<file path="src/rtl/npc_bus_pkg.sv">
// Shared types for the NPC memory arbiter: FSM states, master ids, default widths.
package npc_bus_pkg;

  localparam int unsigned NpcAddrW      = 32;
  localparam int unsigned NpcDataW      = 32;
  localparam int unsigned NpcRspTimeout = 255;

  typedef enum logic [1:0] {
    IDLE,
    REQ,
    WAIT,
    RESP
  } arb_state_t;

  typedef enum logic {
    MST_IFU,
    MST_LSU
  } master_id_t;

  // The master that did not win last time.
  function automatic master_id_t other_master(input master_id_t m);
    return (m == MST_IFU) ? MST_LSU : MST_IFU;
  endfunction

endpackage

</file>
<file path="src/rtl/npc_arb_pick.sv">
// Combinational winner selection between IFU and LSU.
// On a tie the master not granted last wins; the top feeds a constant
// last-grant of IFU when NPC_ARB_ROUND_ROBIN_EN is undefined, which yields
// fixed LSU priority.
module npc_arb_pick
  import npc_bus_pkg::*;
(
  input  logic       ifu_valid_i,
  input  logic       lsu_valid_i,
  input  master_id_t last_grant_i,
  output logic       grant_valid_o,
  output master_id_t grant_o
);

  // Single requester wins outright; a tie alternates against last_grant_i.
  always_comb begin
    grant_valid_o = ifu_valid_i | lsu_valid_i;
    grant_o       = MST_LSU;
    if (ifu_valid_i && lsu_valid_i) begin
      grant_o = other_master(last_grant_i);
    end else if (ifu_valid_i) begin
      grant_o = MST_IFU;
    end
  end

endmodule

</file>
<file path="src/rtl/npc_mem_arbiter.sv">
// Two-master (IFU/LSU) arbiter onto a single memory port. One transaction at
// a time: IDLE (accept) -> REQ (hold until mem ready) -> WAIT (response or
// timeout) -> RESP (one-cycle registered response pulse to the owner).
// Optional feature: define NPC_ARB_ROUND_ROBIN_EN for round-robin tie-breaking;
// otherwise the LSU has fixed priority.
module npc_mem_arbiter
  import npc_bus_pkg::*;
#(
  parameter int unsigned ADDR_W      = NpcAddrW,
  parameter int unsigned DATA_W      = NpcDataW,
  parameter int unsigned RSP_TIMEOUT = NpcRspTimeout
) (
  input  logic              clk,
  input  logic              rst,

  input  logic              ifu_req_valid,
  output logic              ifu_req_ready,
  input  logic [ADDR_W-1:0] ifu_addr,
  output logic              ifu_rsp_valid,
  output logic [DATA_W-1:0] ifu_rsp_data,
  output logic              ifu_rsp_err,

  input  logic              lsu_req_valid,
  output logic              lsu_req_ready,
  input  logic [ADDR_W-1:0] lsu_addr,
  input  logic              lsu_wen,
  input  logic [DATA_W-1:0] lsu_wdata,
  input  logic [7:0]        lsu_wmask,
  output logic              lsu_rsp_valid,
  output logic [DATA_W-1:0] lsu_rsp_data,
  output logic              lsu_rsp_err,

  output logic              mem_req_valid,
  input  logic              mem_req_ready,
  output logic [ADDR_W-1:0] mem_addr,
  output logic              mem_wen,
  output logic [DATA_W-1:0] mem_wdata,
  output logic [7:0]        mem_wmask,
  input  logic              mem_rsp_valid,
  input  logic [DATA_W-1:0] mem_rsp_data,

  output logic              busy
);

  // Counter only needs to reach RSP_TIMEOUT-1.
  localparam int unsigned CntW = (RSP_TIMEOUT > 2) ? $clog2(RSP_TIMEOUT) : 1;
  localparam logic [CntW-1:0] CntLast = CntW'(RSP_TIMEOUT - 1);

  arb_state_t        state_q, state_d;
  master_id_t        owner_q, owner_d;
  logic [ADDR_W-1:0] addr_q, addr_d;
  logic              wen_q, wen_d;
  logic [DATA_W-1:0] wdata_q, wdata_d;
  logic [7:0]        wmask_q, wmask_d;
  logic [DATA_W-1:0] data_q, data_d;
  logic              err_q, err_d;
  logic [CntW-1:0]   cnt_q, cnt_d;

  logic       grant_valid;
  master_id_t grant;
  master_id_t pick_last;
  logic       accept;

`ifdef NPC_ARB_ROUND_ROBIN_EN
  master_id_t last_grant_q, last_grant_d;

  // Remember the winner of every accept for tie alternation.
  always_comb begin
    last_grant_d = last_grant_q;
    if (accept) begin
      last_grant_d = grant;
    end
  end

  // Last-grant register; resets to LSU so the IFU wins the first tie.
  always_ff @(posedge clk or negedge rst) begin
    if (!rst) begin
      last_grant_q <= MST_LSU;
    end else begin
      last_grant_q <= last_grant_d;
    end
  end

  assign pick_last = last_grant_q;
`else
  // Pretending the IFU always won last makes every tie go to the LSU.
  assign pick_last = MST_IFU;
`endif

  npc_arb_pick u_pick (
    .ifu_valid_i   (ifu_req_valid),
    .lsu_valid_i   (lsu_req_valid),
    .last_grant_i  (pick_last),
    .grant_valid_o (grant_valid),
    .grant_o       (grant)
  );

  // Readies are forced low while reset is asserted.
  assign accept        = (state_q == IDLE) && rst && grant_valid;
  assign ifu_req_ready = accept && (grant == MST_IFU);
  assign lsu_req_ready = accept && (grant == MST_LSU);

  // Next-state and latched-field updates.
  always_comb begin
    state_d = state_q;
    owner_d = owner_q;
    addr_d  = addr_q;
    wen_d   = wen_q;
    wdata_d = wdata_q;
    wmask_d = wmask_q;
    data_d  = data_q;
    err_d   = err_q;
    cnt_d   = cnt_q;
    unique case (state_q)
      IDLE: begin
        if (accept) begin
          owner_d = grant;
          state_d = REQ;
          if (grant == MST_IFU) begin
            // IFU is read-only.
            addr_d  = ifu_addr;
            wen_d   = 1'b0;
            wdata_d = '0;
            wmask_d = '0;
          end else begin
            addr_d  = lsu_addr;
            wen_d   = lsu_wen;
            wdata_d = lsu_wdata;
            wmask_d = lsu_wmask;
          end
        end
      end
      REQ: begin
        if (mem_req_ready) begin
          state_d = WAIT;
          cnt_d   = '0;
        end
      end
      WAIT: begin
        // A response beats the timeout in the same cycle.
        if (mem_rsp_valid) begin
          data_d  = mem_rsp_data;
          err_d   = 1'b0;
          state_d = RESP;
        end else if (cnt_q == CntLast) begin
          data_d  = '0;
          err_d   = 1'b1;
          state_d = RESP;
        end else begin
          cnt_d = cnt_q + CntW'(1);
        end
      end
      RESP: begin
        state_d = IDLE;
      end
      default: begin
        state_d = IDLE;
      end
    endcase
  end

  // State and latched request/response registers.
  always_ff @(posedge clk or negedge rst) begin
    if (!rst) begin
      state_q <= IDLE;
      owner_q <= MST_LSU;
      addr_q  <= '0;
      wen_q   <= 1'b0;
      wdata_q <= '0;
      wmask_q <= '0;
      data_q  <= '0;
      err_q   <= 1'b0;
      cnt_q   <= '0;
    end else begin
      state_q <= state_d;
      owner_q <= owner_d;
      addr_q  <= addr_d;
      wen_q   <= wen_d;
      wdata_q <= wdata_d;
      wmask_q <= wmask_d;
      data_q  <= data_d;
      err_q   <= err_d;
      cnt_q   <= cnt_d;
    end
  end

  assign mem_req_valid = (state_q == REQ);
  assign mem_addr      = addr_q;
  assign mem_wen       = wen_q;
  assign mem_wdata     = wdata_q;
  assign mem_wmask     = wmask_q;

  assign ifu_rsp_valid = (state_q == RESP) && (owner_q == MST_IFU);
  assign lsu_rsp_valid = (state_q == RESP) && (owner_q == MST_LSU);
  assign ifu_rsp_err   = ifu_rsp_valid && err_q;
  assign lsu_rsp_err   = lsu_rsp_valid && err_q;
  assign ifu_rsp_data  = data_q;
  assign lsu_rsp_data  = data_q;

  assign busy = (state_q != IDLE);

endmodule

</file>
<file path="config.mk">
export PLATFORM = sky130hd
export DESIGN_NAME = npc_mem_arbiter
export DESIGN_NICKNAME = d
export VERILOG_FILES = /design/src/rtl/npc_bus_pkg.sv /design/src/rtl/npc_arb_pick.sv /design/src/rtl/npc_mem_arbiter.sv
export SDC_FILE = /design/constraint.sdc
export NUM_CORES = 1
export LEC_CHECK = 0
export CAP_MARGIN = 20
export CORE_ASPECT_RATIO = 0.75
export CORE_UTILIZATION = 30
export CTS_CLUSTER_SIZE = 25
export DETAILED_ROUTE_END_ITERATION = 7
export RECOVER_POWER = 100
export SLEW_MARGIN = 20
export SYNTH_ARGS = -nofsm -noshare
export SYNTH_HDL_FRONTEND = slang
export SYNTH_SLANG_ARGS = --single-unit
export TNS_END_PERCENT = 10
</file>
<file path="constraint.sdc">
create_clock -name clk -period 2.81 [get_ports clk]
set_input_delay 0.562 -clock clk [delete_from_list [all_inputs] [get_ports clk]]
set_output_delay 0.562 -clock clk [all_outputs]
set_load 0.005 [all_outputs]
</file>
# --- Yosys cells after proc, flatten, opt, wreduce, memory -nomap -nowiden ---
# Cells that the tools add are included.
# Widths: inputs -> output; s select.
totals:
  mem_count: 0
  ff_bits: 117
  in_bits: 143
  latchBits: 0
  mem_bits_ro: 0
  ramBits: 0
classes:
  n_div: 0
  n_mul: 0
  add_sub_neg: 1
  bitwise_logic: 3
  n_mux: 19
  n_reduce_logical: 17
  n_eq_ne: 9
  n_lt_le_gt_ge: 0
  shifts: 0
op_table:
  columns: ["operator", "n"]
  rows:
  - ["$mux 32", 4]
  - ["$mux 8", 4]
  - ["$pmux 8 s2", 1]
  - ["$logic_and 1x1->1", 9]
  - ["$add 8x1->8 const B", 1]
  - ["$eq 8x8->1 const B", 1]
  - ["$mux 2", 4]
  - ["$pmux 2 s4", 1]
  - ["$ne 2x2->1 const B", 3]
  - ["$reduce_bool 2->1", 3]
  - ["$mux 1", 5]
  - ["$eq 2x2->1 const B", 2]
  - ["$reduce_and 2->1", 2]
  - ["$reduce_and 4->1", 1]
  - ["$ne 3x3->1 const B", 1]
  - ["$reduce_and 3->1", 1]
  - ["$eq 2x1->1 const B", 1]
  - ["$logic_not 2->1", 1]
  - ["$ne 2x1->1 const B", 1]
  - ["$not 1->1", 2]
  - ["$or 1x1->1", 1]

# --- Depth between registers and ports, before layout ---
logic_depth:
  word_depth: 5
  mapped_depth: 10

# --- By module ---
# Synthesis repeated with hierarchy kept, for this count alone.
unflattened:
  cells_unflattened: 516
  area_unflattened_um2: 5240.0
by_module_without_submodules:
  columns: ["mod", "instances", "area_each_um2", "cells_per_inst"]
  rows:
  - ["npc_mem_arbiter", 1, 5225.0, 513]
  - ["npc_arb_pick", 1, 15.0, 3]

# --- Worst setup path before layout ---
# No wires, ideal clock.
synth_path:
  kind: "input -> output"
  start: "input ifu_req_valid"
  end: "output lsu_req_ready"
  required_time_ns: 2.248
  path_stages: 6
  slack_ns: 0.614
  t_arrival_ns: 1.634
  cell_sequence: "o21ai_0 or2_1 clkbuf_1 clkbuf_1 clkbuf_1 nor2_1"
synth_via:
  elab_chain_cells: 3
  elab_cells_between_ends: 6
  cone_classes: "2 x mux; 1 x bitwise; 3 x reduce/logical"
synth_lines:
  columns: ["item", "line_no", "rtl"]
  rows:
  - ["from (decl)", "npc_mem_arbiter.sv:16", "input logic ifu_req_valid,"]
  - ["$mux 1, or another cell as far along", "npc_arb_pick.sv:21", "end else if (ifu_valid_i) begin"]
  - ["$mux 1 / $logic_and 1x1->1 (equally long branches)", "npc_arb_pick.sv:19, npc_mem_arbiter.sv:99", null]
  - ["$logic_and 1x1->1 (*)", "npc_mem_arbiter.sv:101", "assign lsu_req_ready = accept && (grant == MST_LSU);"]
  - ["to (decl)", "npc_mem_arbiter.sv:24", "output logic lsu_req_ready,"]
# Every way passes the cells marked *; elsewhere a longest branch is shown, timed or not.

# --- Worst setup path in the final report ---
layout_path:
  start: "register state_q[1]"
  end: "output lsu_rsp_err"
layout_via:
  elab_chain_cells: 3
layout_lines:
  columns: ["item", "line_no", "rtl"]
  rows:
  - ["from (decl)", "npc_mem_arbiter.sv:49", "arb_state_t state_q, state_d;"]
  - ["from (signal assigned)", "npc_mem_arbiter.sv:175", "state_q <= state_d;"]
  - ["$eq 2x2->1", "npc_mem_arbiter.sv:194", "assign lsu_rsp_valid = (state_q == RESP) && (owner_q == MST_LSU);"]
  - ["$logic_and 1x1->1", "npc_mem_arbiter.sv:194", null]
  - ["$logic_and 1x1->1", "npc_mem_arbiter.sv:196", "assign lsu_rsp_err = lsu_rsp_valid && err_q;"]
  - ["to (decl)", "npc_mem_arbiter.sv:31", "output logic lsu_rsp_err,"]
# No other way between the ends.

==> impl_metrics.json <==
{
  "status": "finished clean",
  "numCtsBuffers": 17,
  "fin_total_pwr_mw": 8.40,
  "critPathLaunch": "state_q[1]$_DFFE_PN0P_",
  "clock_skew_ns": 0.00706,
  "drt_iter0_drc": 203,
  "drive_gt1_frac": 0.0710,
  "grt_pass1_vias": 4577,
  "clkTransAtPathRegs_ns": 0.05,
  "place_congestion": 0.759,
  "h-tree-depth": 4,
  "start_kind": "flop",
  "critPathArrivalTime_ns": 1.94,
  "period_share": 0.890,
  "ys_ff_latch": 117,
  "cpLargestDelayFamily": "buffers and inverters",
  "cp.depth": 4,
  "critPathBufInv": 2,
  "r2r-end": "cnt_q[3]$_DFFE_PN0P_",
  "rsz0062_at_grt": "no",
  "synth_top_area_cell": "dfrtp_1",
  "cts.sinks": 117,
  "path_class": "flop to output pin",
  "initial_utilization": 0.309,
  "vdd_drop_max_mv": 0.450,
  "worstMarginPinSlew_ns": 1.26,
  "die_h_um": 116,
  "hold_slack_ns": 0.469,
  "numPortBuffers": 287,
  "ios": 288,
  "syn_inst": 510,
  "fin_area_um2": 8720,
  "fin_setup_tns_ns": 0,
  "critPathMaxFanout": 4,
  "grt_pass1_wl_um": 24600,
  "power.leakage_nw": 4.10,
  "ys.flop_type": "dfrtp_1",
  "maxSlewViolCount": 0,
  "cts-root-buf": "clkbuf_16",
  "pre_cts_slack_ns": 0.0364,
  "grt_overflow": 0,
  "power_density_nw_per_um2": 963,
  "fmax_mhz": 400,
  "slew_headroom": 0.158,
  "area_delta_synth_final_pct": 66.5,
  "final_net_count": 913,
  "synth_top_area_frac": 0.554,
  "antenna_cells": 0,
  "yosysWarnings": 0,
  "dpl-instance-area_um2": 8090,
  "cp-end-kind": "output pin",
  "cts_tree": "yes",
  "rows": 41,
  "clk_path_buf_depth": 2,
  "synth-async-reset-ratio": 1.00,
  "setup_ws_ns": 0.310,
  "hold_depth": 2,
  "setup_viol": 0,
  "synth_area_leaders": "dfrtp_1, nand2_1, o21ai_0, mux2i_1, a22o_1",
  "syn_area_um2": 5240,
  "wirelength_um": 15700,
  "cap_viol_max_count": 0,
  "die_width_um": 155,
  "route.detailed.drc": 0,
  "synth_edf_count": 0,
  "timing.reg2reg.setup_slack_ns": 0.34,
  "fp.coreArea_um2": 16900,
  "min_to": "mem_addr[8]$_DFFE_PN0P_",
  "grt_max_degree": 83,
  "worstHoldPathType": "flop to flop",
  "slowest_delay_ns": 0.60,
  "clk_latency_ns": 0.41,
  "layout_min_cycle_time_ns": 2.50,
  "vias": 4595,
  "ys_seq_area_frac": 0.559,
  "cp.required_ns": 2.25,
  "rr_startpoint": "state_q[0]$_DFFE_PN0P_",
  "crit_path_cell_trace": "buf_4 -> ha_1 -> and3_1 -> dlygate4sd3_1",
  "hold_path_startpoint": "mem_addr[8]$_DFFE_PN0P_",
  "firstDrtPassIters": 4,
  "viasPerCell": 4.64,
  "fp.dieArea_um2": 18000,
  "antenna_found_initial": 0,
  "wl_per_cell_um": 15.8,
  "dp_hpwl_um": 11700,
  "cts_hold_buf": 0,
  "finalHoldViolations": 0,
  "synth_area_per_cell_um2": 10.3,
  "synth_nets": 660,
  "grt_use_total": 0.179,
  "final_antenna_net_count": 0,
  "r2r_cells": 8,
  "n_fill_cell": 1540,
  "worst_path_max_delay_cell": "dlygate4sd3_1",
  "yosys.cell_types.count": 35
}
[layer usage]
| layer | global-route usage | routed length (um) | share of wire | vias to the layer above |
|---|---|---|---|---|
| met1 | 0.212 | 6520 | 0.42 | 2147 |
| met5 | 0 | 0 | 0 | - |
| li1 | - | - | - | 2219 |
| met3 | 0.0612 | 1320 | 0.084 | 24 |
| met2 | 0.298 | 7420 | 0.47 | 205 |
| met4 | 0.0825 | 416 | 0.027 | 0 |
[flip-flops by register name, indices dropped and copies added, names as in the netlist]
| register | cells |
|---|---|
| ifu_rsp_data | 32 |
| mem_wdata | 32 |
| err_q | 1 |
| mem_wen | 1 |
| owner_q | 1 |
| cnt_q | 8 |
| mem_wmask | 8 |
| state_q | 2 |
| mem_addr | 32 |
[worst min-delay path, delay by kind of cell, from the launching register on]
kind | cells | cell delay (ns)
flip-flops | 1 | 0.33
AO/OA/AOI/OAI | 1 | 0.06
AND/OR/NAND/NOR | 1 | 0.04
[worst max-delay path by stage]
stage / end / slack, ns
after floorplan: lsu_req_ready / 0.61
after global routing: cnt_q[3]$_DFFE_PN0P_ / 0.16
after global placement: lsu_req_ready / 0.05
final: lsu_rsp_err / 0.31
after CTS: ifu_req_ready / 0.01
after detailed placement: lsu_req_ready / 0.04
[cell usage after synthesis (all sizes together) (3+ instances only)]
| cell | instances |
|---|---|
| ha | 7 |
| a22o | 32 |
| nand2 | 116 |
| o211ai | 5 |
| buf | 38 |
| o21ai | 81 |
| mux2i | 32 |
| nor3 | 3 |
| nand2b | 3 |
| inv | 6 |
| nor2 | 7 |
| nor2b | 3 |
| clkbuf | 30 |
| dfrtp | 116 |
| nand3 | 5 |
[kinds of logic (layout without fill, tap and decap cells)]
family	count (synthesis)	in the layout	share of synthesized area
AOI/OAI and AO/OA	128	128	0.159
muxes	34	34	0.0655
and+or+nand+nor	150	150	0.120
DFF	117	117	0.559
adders and majority gates	7	7	0.0167
buffers and inverters	74	339	0.0798
[timing repair]
action | 4_1_cts | 5_1_grt
resized for setup | 2 | 5
cloned | 0 | 0
endpoints found under the setup margin | 1 | 2
setup buffers | 0 | 2
[through the flow]
| step | util | cells |
|---|---|---|
| 3_5_place_dp | 0.478 | 957 |
| 2_1_floorplan | - | 510 |
| 5_1_grt | 0.515 | 990 |
| 6_report | 0.515 | 990 |
| 4_1_cts | 0.515 | 988 |
| 3_3_place_gp | 0.478 | 957 |
[cell usage in the layout (no fill, tap or decap), drive strengths merged, types with 4 or more instances in the layout]
| master | instances |
|---|---|
| clkdlybuf4s50 | 140 |
| a22o | 32 |
| clkbuf | 25 |
| nand3 | 5 |
| buf | 9 |
| dlygate4sd3 | 144 |
| inv | 6 |
| nand2 | 116 |
| clkinvlp | 4 |
| bufinv | 4 |
| ha | 7 |
| o21ai | 81 |
| o211ai | 5 |
| dfrtp | 116 |
| mux2i | 32 |
| nor2 | 7 |
| clkinv | 5 |
[layout make-up]
cell class,count,area (um^2),area share
clock buffers,18,439,0.0504
clock inverters,13,183,0.0210
inverters,6,22.5,0.00258
multi-input cells,319,1910,0.219
flip-flops and latches,117,2930,0.336
well taps,215,269,0.0309
repair buffers,302,2970,0.341
[power by group]
group	total, mW	switching (mW)	leakage [nW]	internal [mW]
clock	2.25	0.757	0.294	1.50
combinational	3.24	1.35	2.32	1.89
sequential	2.90	0.466	1.48	2.44
Power figures use the tool's default switching activity.
